File: src/rtl/dt_pkg.sv
// Shared fixed-point types, constants and helpers for the dT integrator.
// Latency: none (package only).
// Backpressure: none (package only).
package dt_pkg;

    // Fraction bits in both the dT samples and the accumulator.
    localparam int FRAC  = 7;
    // Largest left shift applied to an incoming dT sample.
    localparam int K_MAX = 7;
    // Accumulator width, signed Q8.7.
    localparam int ACC_W = 16;

    typedef logic signed [ACC_W-1:0] q8_7_t;
    typedef logic signed [7:0]       q0_7_t;

    typedef enum logic {
        S_IDLE = 1'b0,
        S_RUN  = 1'b1
    } dti_state_t;

    // Sign-extend an 8-bit Q0.7 sample to accumulator width.
    function automatic q8_7_t sxt16(input q0_7_t v);
        return {{(ACC_W-8){v[7]}}, v};
    endfunction

    // Effective shift amount: k_dt saturated to K_MAX.
    function automatic logic [2:0] shl_sat_k(input logic [7:0] k);
        if (k > 8'(K_MAX)) begin
            return 3'(K_MAX);
        end
        return k[2:0];
    endfunction

endpackage

File: src/rtl/q_clamp.sv
// Combinational signed clamp of a 17-bit value to [i_lo, i_hi] with hit flags.
// Latency: zero (pure combinational).
// Backpressure: none; output follows inputs every cycle.
module q_clamp (
    input  logic signed [16:0] i_val,
    input  logic signed [16:0] i_lo,
    input  logic signed [16:0] i_hi,
    output logic signed [15:0] o_val,
    output logic               o_hi,
    output logic               o_lo
);

    // Bounds come from 8-bit Q7.0 limits, so any in-range result fits 16 bits.
    always_comb begin
        o_val = i_val[15:0];
        o_hi  = 1'b0;
        o_lo  = 1'b0;
        if (i_val > i_hi) begin
            o_val = i_hi[15:0];
            o_hi  = 1'b1;
        end else if (i_val < i_lo) begin
            o_val = i_lo[15:0];
            o_lo  = 1'b1;
        end
    end

endmodule

File: src/rtl/dt_integrator.sv
// Integrates Q0.7 dT samples into a saturating Q8.7 temperature, re-seeded by init.
// Latency: two register stages (scale, accumulate); a sample shows on T_out two cycles after dt_valid.
// Backpressure: none; one sample per cycle accepted, samples blocked while idle or cfg_err is high.
module dt_integrator
    import dt_pkg::*;
(
    input  logic       clk,
    input  logic       rst,
    input  logic       init,
    input  logic [7:0] T_seed,
    input  logic [7:0] dT_in,
    input  logic       dt_valid,
    input  logic [7:0] k_dt,
    input  logic [7:0] t_min,
    input  logic [7:0] t_max,
    output logic [7:0] T_out,
    output logic       t_valid,
    output logic       sat_hi,
    output logic       sat_lo,
    output logic       cfg_err,
    output logic       running
);

    dti_state_t r_state;
    q8_7_t      r_acc;
    q8_7_t      r_inc;
    logic       r_v1;
    logic [7:0] r_t_out;
    logic       r_t_valid;
    logic       r_sat_hi;
    logic       r_sat_lo;

    logic              w_cfg_err;
    logic              w_capture;
    logic [2:0]        w_k_eff;
    logic signed [16:0] w_seed17;
    logic signed [16:0] w_sum17;
    logic signed [16:0] w_lo17;
    logic signed [16:0] w_hi17;
    logic signed [16:0] w_clamp_in;
    logic signed [15:0] w_clamp_val;
    logic              w_clamp_hi;
    logic              w_clamp_lo;
    q8_7_t             w_seed_acc;

    assign w_cfg_err = $signed(t_min) > $signed(t_max);
    assign w_k_eff   = shl_sat_k(k_dt);
    assign w_capture = (r_state == S_RUN) && dt_valid && !init && !w_cfg_err;

    // Q7.0 values promoted to Q8.7 in 17 bits so the clamp sees no overflow.
    assign w_seed17 = {{2{T_seed[7]}}, T_seed, {FRAC{1'b0}}};
    assign w_lo17   = {{2{t_min[7]}},  t_min,  {FRAC{1'b0}}};
    assign w_hi17   = {{2{t_max[7]}},  t_max,  {FRAC{1'b0}}};
    assign w_sum17  = {r_acc[ACC_W-1], r_acc} + {r_inc[ACC_W-1], r_inc};

    // One clamp serves both paths; init has priority over stage 2 anyway.
    assign w_clamp_in = init ? w_seed17 : w_sum17;

    q_clamp u_clamp (
        .i_val (w_clamp_in),
        .i_lo  (w_lo17),
        .i_hi  (w_hi17),
        .o_val (w_clamp_val),
        .o_hi  (w_clamp_hi),
        .o_lo  (w_clamp_lo)
    );

    // With inverted bounds the clamp is meaningless, so the seed goes in raw.
    assign w_seed_acc = w_cfg_err ? w_seed17[ACC_W-1:0] : w_clamp_val;

    // Control FSM: init is the only way out of idle; only reset returns there.
    always_ff @(posedge clk or posedge rst) begin
        if (rst) begin
            r_state <= S_IDLE;
        end else if (init) begin
            r_state <= S_RUN;
        end
    end

    // Stage 1: scale the incoming sample by 2^k_eff.
    always_ff @(posedge clk or posedge rst) begin
        if (rst) begin
            r_inc <= '0;
            r_v1  <= 1'b0;
        end else begin
            r_v1 <= w_capture;
            if (w_capture) begin
                r_inc <= sxt16(q0_7_t'(dT_in)) <<< w_k_eff;
            end
        end
    end

    // Stage 2: seed or accumulate with saturation, and publish the floor.
    always_ff @(posedge clk or posedge rst) begin
        if (rst) begin
            r_acc     <= '0;
            r_t_out   <= '0;
            r_t_valid <= 1'b0;
            r_sat_hi  <= 1'b0;
            r_sat_lo  <= 1'b0;
        end else if (init) begin
            r_acc     <= w_seed_acc;
            r_t_out   <= w_seed_acc[14:7];
            r_t_valid <= 1'b0;
            r_sat_hi  <= 1'b0;
            r_sat_lo  <= 1'b0;
        end else if (r_v1) begin
            r_t_valid <= 1'b1;
            if (w_cfg_err) begin
                // In-flight sample completes but the accumulator is frozen.
                r_t_out <= r_acc[14:7];
            end else begin
                r_acc    <= w_clamp_val;
                r_t_out  <= w_clamp_val[14:7];
                r_sat_hi <= w_clamp_hi;
                r_sat_lo <= w_clamp_lo;
            end
        end else begin
            r_t_valid <= 1'b0;
        end
    end

    assign T_out   = r_t_out;
    assign t_valid = r_t_valid;
    assign sat_hi  = r_sat_hi;
    assign sat_lo  = r_sat_lo;
    assign cfg_err = w_cfg_err;
    assign running = (r_state == S_RUN);

endmodule

File: config.mk
export PLATFORM = sky130hd
export DESIGN_NAME = dt_integrator
export DESIGN_NICKNAME = d
export VERILOG_FILES = /design/src/rtl/dt_pkg.sv /design/src/rtl/q_clamp.sv /design/src/rtl/dt_integrator.sv
export SDC_FILE = /design/constraint.sdc
export NUM_CORES = 1
export LEC_CHECK = 0
export BUFFER_PORTS_ARGS = -buffer_cell sky130_fd_sc_hd__buf_2
export CAP_MARGIN = 30
export CORE_MARGIN = 8
export CORE_UTILIZATION = 30
export DETAILED_ROUTE_END_ITERATION = 8
export HOLD_SLACK_MARGIN = 0.12
export PLACE_DENSITY = 0.46
export SYNTH_ARGS = -nofsm -noshare
export SYNTH_HDL_FRONTEND = slang
export SYNTH_HIERARCHICAL = 1
export SYNTH_SLANG_ARGS = --single-unit
File: constraint.sdc
create_clock -name clk -period 11.1 [get_ports clk]
set_input_delay 0.555 -clock clk [delete_from_list [all_inputs] [get_ports clk]]
set_output_delay 0.555 -clock clk [all_outputs]
set_load 0.005 [all_outputs]
# Word-level counts from Yosys, hierarchy flattened
# Cells that the tools add are included.
[totals]
rom_bits = 0
out_inout_bits = 13
memories = 0
latch_bits = 0
mem_bits_rw = 0
word_cells = 46
register_bits = 45
input_bits = 44
[classes]
eq_ne = 1
reduce_logical = 7
mux = 24
shifts = 1
div = 0
n_addsub = 1
magnitude_cmp = 4
n_mul = 0
n_bitwise = 0
[ops]
columns = ["cell", "n"]
rows = [
  ["$mux W16", 6],
  ["$mux W8", 3],
  ["$add A16 B16 Y17", 1],
  ["$gt A17 B15 Y1", 1],
  ["$lt A17 B15 Y1", 1],
  ["$mux W17", 1],
  ["$sshl A8 B3 Y16", 1],
  ["$mux W1", 12],
  ["$gt A8 B3 Y1 const B", 1],
  ["$gt A8 B8 Y1", 1],
  ["$mux W3", 2],
  ["$logic_and A1 B1 Y1", 3],
  ["$logic_not A1 Y1", 2],
  ["$ne A2 B2 Y1 const B", 1],
  ["$reduce_and A2 Y1", 1],
  ["$reduce_bool A2 Y1", 1],
]

# Longest topological paths before layout
[depth]
depth_word = 8
depth_mapped = 22
depth_no_buf = 20

# Cells and area by module
# The synthesis kept the hierarchy.
[by_module_without_submodules]
columns = ["mod", "cells_each", "seq_area_each_um2", "instances", "area_each_um2"]
rows = [
  ["dt_integrator", 396, 1101.1, 1, 3288.2],
  ["q_clamp", 240, 0.0, 1, 1805.5],
]

# Worst setup path after synthesis
# No wires, ideal clock.
[synth_timing]
path_kind = "flip-flop to flip-flop"
from = "register r_acc[0]"
to = "register r_acc[15]"
stages_incl_launch_ff = 22
setup_slack_ns = 7.102
required_time_ns = 10.982
setup_ns = 0.118
n_path_buf = 2
arrival_time_ns = 3.880
period_less_slack_ns = 3.998
path_cell_list = "dfrtp_1 > ha_1 > inv_1 > fa_1 > nor2b_1 > o2111ai_1 > a21oi_1 > o31a_1 > nand2_1 > a41o_1 > ha_1 > and4_1 > buf_2 > buf_4 > a211oi_1 > a221oi_1 > o31ai_1 > mux2_1 > nand2_1 > a21oi_1 > a31o_2 > a21o_1"
[synth_via]
elab_chain_cells = 8
word_cells_on_any_way = 10
cone_classes = "add/sub (1); order compare (2); mux (7)"
[synth_lines]
columns = ["element", "line", "text"]
rows = [
  ["start: declaration", "dt_integrator.sv:25", "q8_7_t r_acc;"],
  ["start signal: assignment", "dt_integrator.sv:102", "r_acc <= w_seed_acc;"],
  ["start signal: assignment", "dt_integrator.sv:113", "r_acc <= w_clamp_val;"],
  ["$add A16 B16 Y17 *", "dt_integrator.sv:54", "assign w_sum17 = {r_acc[ACC_W-1], r_acc} + {r_inc[ACC_W-1], r_inc};"],
  ["$mux W17 *", "dt_integrator.sv:57", "assign w_clamp_in = init ? w_seed17 : w_sum17;"],
  ["named net w_clamp_in[16]", "dt_integrator.sv:40", "logic signed [16:0] w_clamp_in;"],
  ["$lt A17 B15 Y1", "q_clamp.sv:21", "end else if (i_val < i_lo) begin"],
  ["$mux W16", "q_clamp.sv:21", ""],
  ["$mux W16 *", "q_clamp.sv:18", "if (i_val > i_hi) begin"],
  ["named net w_clamp_val[15]", "dt_integrator.sv:41", "logic signed [15:0] w_clamp_val;"],
  ["$mux W16", "dt_integrator.sv:109", "if (w_cfg_err) begin"],
  ["$mux W16", "dt_integrator.sv:107", "end else if (r_v1) begin"],
  ["$mux W16 *", "dt_integrator.sv:101", "end else if (init) begin"],
]
# The timed path passes the listed nets; every way through them passes the cells marked *. The select of a mux whose other input is x is not followed.
# A chain may end at the register's enable or synchronous reset.

# Worst setup path after layout
[layout_timing]
from = "register r_inc[0]"
to = "register r_acc[12]"
[layout_via]
elab_chain_cells = 8
word_cells_on_any_way = 10
cone_classes = "add/sub (1); order compare (2); mux (7)"
[layout_lines]
columns = ["element", "line", "text"]
rows = [
  ["start: declaration", "dt_integrator.sv:26", "q8_7_t r_inc;"],
  ["start signal: assignment", "dt_integrator.sv:88", "r_inc <= sxt16(q0_7_t'(dT_in)) <<< w_k_eff;"],
  ["$add A16 B16 Y17 *", "dt_integrator.sv:54", ""],
  ["$mux W17 *", "dt_integrator.sv:57", ""],
  ["named net w_clamp_in[14]", "dt_integrator.sv:40", ""],
  ["$lt A17 B15 Y1", "q_clamp.sv:21", ""],
  ["$mux W16", "q_clamp.sv:21", ""],
  ["$mux W16 *", "q_clamp.sv:18", ""],
  ["named net w_clamp_val[12]", "dt_integrator.sv:41", ""],
  ["$mux W16", "dt_integrator.sv:109", ""],
  ["$mux W16", "dt_integrator.sv:107", ""],
  ["$mux W16 *", "dt_integrator.sv:101", ""],
]
# Marks and branches as above.

==> metrics <==
die area=between 0.02 and 0.025 mm²; Clk Latency, worst-skew pair=0.29 ns; DR vias=4801; ant diodes=0; WL final=14910 µm; global route overflow=0; most common cell in the synthesized netlist=inv_1; Worst Setup End Kind=flip-flop; crit path DAT=5.50 ns; H-tree levels=2; CTS Buf Count=5; Worst Tran Pin Value=between 1 and 1.5 ns; Mean Syn Cell Area=8.009 µm²; finished layout cell area=0.005798 mm²; most frequent cells after synthesis=inv_1 (73), nand2_1 (60), ha_1 (57), dfrtp_1 (44), o21ai_0 (40); switching part of the total=between 40 and 50%; fmax=between 150 and 200 MHz; die width=roughly 150 µm; startpoint type of the worst setup path=flip-flop; Slew Limit Fails=0; Layout Skew=0.003949 ns; fin crit period=approximately 5.3 ns; Int Power=0.0005893 W; Rows=between 40 and 50; area share of the largest cell type after synthesis=between 20% and 30%; Root Buffer=clkbuf_16; Post-CTS Setup Inserts=0; Setup TNS=0 ns; Clk pwr share=14.2%; maximum clock path buffer count=2; delay-heaviest family, CP=compound AO/OA/AOI/OAI gates; Cell variety after synth=67; ratio of cells with drive above 1 in the final layout=between 15 and 20%; Synth Register Bits=44; Seq pwr share=between 20% and 30%; period utilization=roughly half; warning count from the yosys run=6; Max-Cap Viols=0; Detail Placement HPWL=~12000 µm; clock-pin slew on the worst setup and hold paths=about 0.06 ns; core area=0.01658 mm²; final-report hold violation count=0; Port-buffer cells=56; GRT Total Usage=13.70%; DR DRC count=0; Sink Count=44; nets@finish=approximately 800; reg-to-reg setup timing slack=approximately 5.8 ns; Synth Cell Area=0.005094 mm²; drt pass-1 iters=4; main area contributors after synthesis=dfrtp_1 (22%), ha_1 (14%), inv_1 (5.4%); cts hold-fix bufs=0; Max rail drop VDD=around 84 µV; crit-path max FO=33; most used cell, CP=ha_1; Iteration-0 DRC Markers=~260; final setup fails=0; Final ANT Viol Nets=0; status=finished clean; worst-path cell chain=ha_1, inv_1, fa_1, nor2b_1, o2111ai_1, a21oi_1, o31a_1, xnor2_1, o21ai_0, ha_1, and4_1, a2111oi_0, a221oi_1, o31ai_1, mux2_2, nand2_1, mux2i_1, a221o_1; largest net degree at the start of global routing=48; Die Y=approximately 150 µm; sw power=0.0005069 W; Post-DP Area=0.005645 mm²; initial cell density of the core=between 30% and 40%; WHS=roughly 0.20 ns; critical path's slowest cell=and4_1; Buf+Inv Stages, Crit Path=1; top_reg_cell synth=dfrtp_1; WL per Instance=16.30 µm; fillers=approximately 1800; combinational share of power=approximately 64%; Area Growth Syn to Fin=13.83%; Placer Congestion=roughly 0.84; number of global-route vias before repair=4700; sequential fraction of the synthesis area=a little over a fifth; Hold Crit Class=in2async; dominant cell type by area after synthesis=dfrtp_1; Vias/cell=approximately 5.2; CP Class=reg2reg; # IOs=57; RSZ-0062 raised after global routing=false; crit-path max cell delay=roughly 0.9 ns; Post-Syn Instances=around 640; leakage power=2.677 nW; TritonCTS clock tree=done; Async SR Flop Fraction=100.0%; cts repair resizes=0; Critical Path RT=approximately 11 ns; antenna violations before repair=0; Post-synth EDFFs=0; Pwr per Cell Area=189.1 mW/mm²; Slew Limit Headroom=approximately a third; first-pass GRT wire length=24450 µm
-- path summary, 6_finish.rpt --
| kind | startpoint | end | cells after the start |
|---|---|---|---|
| max | r_inc[0] | r_acc[12] | 18 |
| min | rst | t_valid | 2 |
| min reg2reg | T_out[3] | T_out[3] | 2 |
| min in group clk | T_out[3] | T_out[3] | 2 |
| max in group asynchronous | rst | r_acc[0] | 3 |
| max reg2reg | r_inc[0] | r_acc[12] | 18 |
-- area by class of cell --
type	count	area, µm²	share of cell area, %
clock buffers	7	152.6	2.633
multi-input cells	506	3627	62.56
well taps	220	275.3	4.748
repair buffers	64	364.1	6.280
flip-flops and latches	44	1101	18.99
inverters	74	277.8	4.791
-- cells in the final DEF (no fill, tap or decap), types with 16 or more instances in the layout --
cell	n
dfrtp_1	44
conb_1	29
mux2_2	17
o21ai_0	40
o31ai_1	16
mux2i_1	18
nand2_1	60
inv_1	72
a21oi_1	36
a221oi_1	20
ha_1	57
buf_2	56
a2111oi_0	17
nor2_1	32
a211oi_1	20
-- per-layer routing --
metal	vias to the layer above	global-route usage, %	share of wire [%]
met3	9	2.101	4.2
met4	0	2.679	0.92
met5	-	0	0
li1	2437	-	-
met1	2244	18.95	50
met2	111	22.11	45
-- state kept, by name, indices dropped and copies added (netlist names) --
signal,cells
T_out,8
r_acc,16
r_inc,15
r_v1,1
running,1
sat_hi,1
sat_lo,1
t_valid,1
-- metrics by stage --
stage | instances | setup slack, ns | util (%) | total power (W)
after floorplan | 664 | 7.102 | - | 0.0007751
after global placement | 903 | 5.722 | 33.67 | 0.0009093
after detailed placement | 908 | 5.847 | 34.04 | 0.0009344
after CTS | 915 | 5.825 | 34.96 | 0.001094
after global routing | 915 | 5.236 | 34.96 | 0.001193
final | 915 | 5.767 | 34.96 | 0.001096
-- cells by family after synthesis --
kind of cell	count (synthesis)	share of synthesized area (%)
buf+inv	114	9.531
fa+ha+maj	58	14.39
xor+xnor	10	1.720
flops	44	21.62
mux	36	7.516
compound gates	218	30.80
simple gates	155	14.35
other cells	1	0.07362
-- power groups by stage --
stage          clock network [W]  registers [W]  logic, W
3_5_place_dp                   0       0.000241  0.000694
6_report                0.000155       0.000238  0.000703
4_1_cts                 0.000159       0.000238  0.000697
2_1_floorplan                  0       0.000230  0.000545
5_1_grt                 0.000166       0.000243  0.000785
3_3_place_gp                   0       0.000240  0.000669
Note: power is estimated with default switching activity, not from simulation.
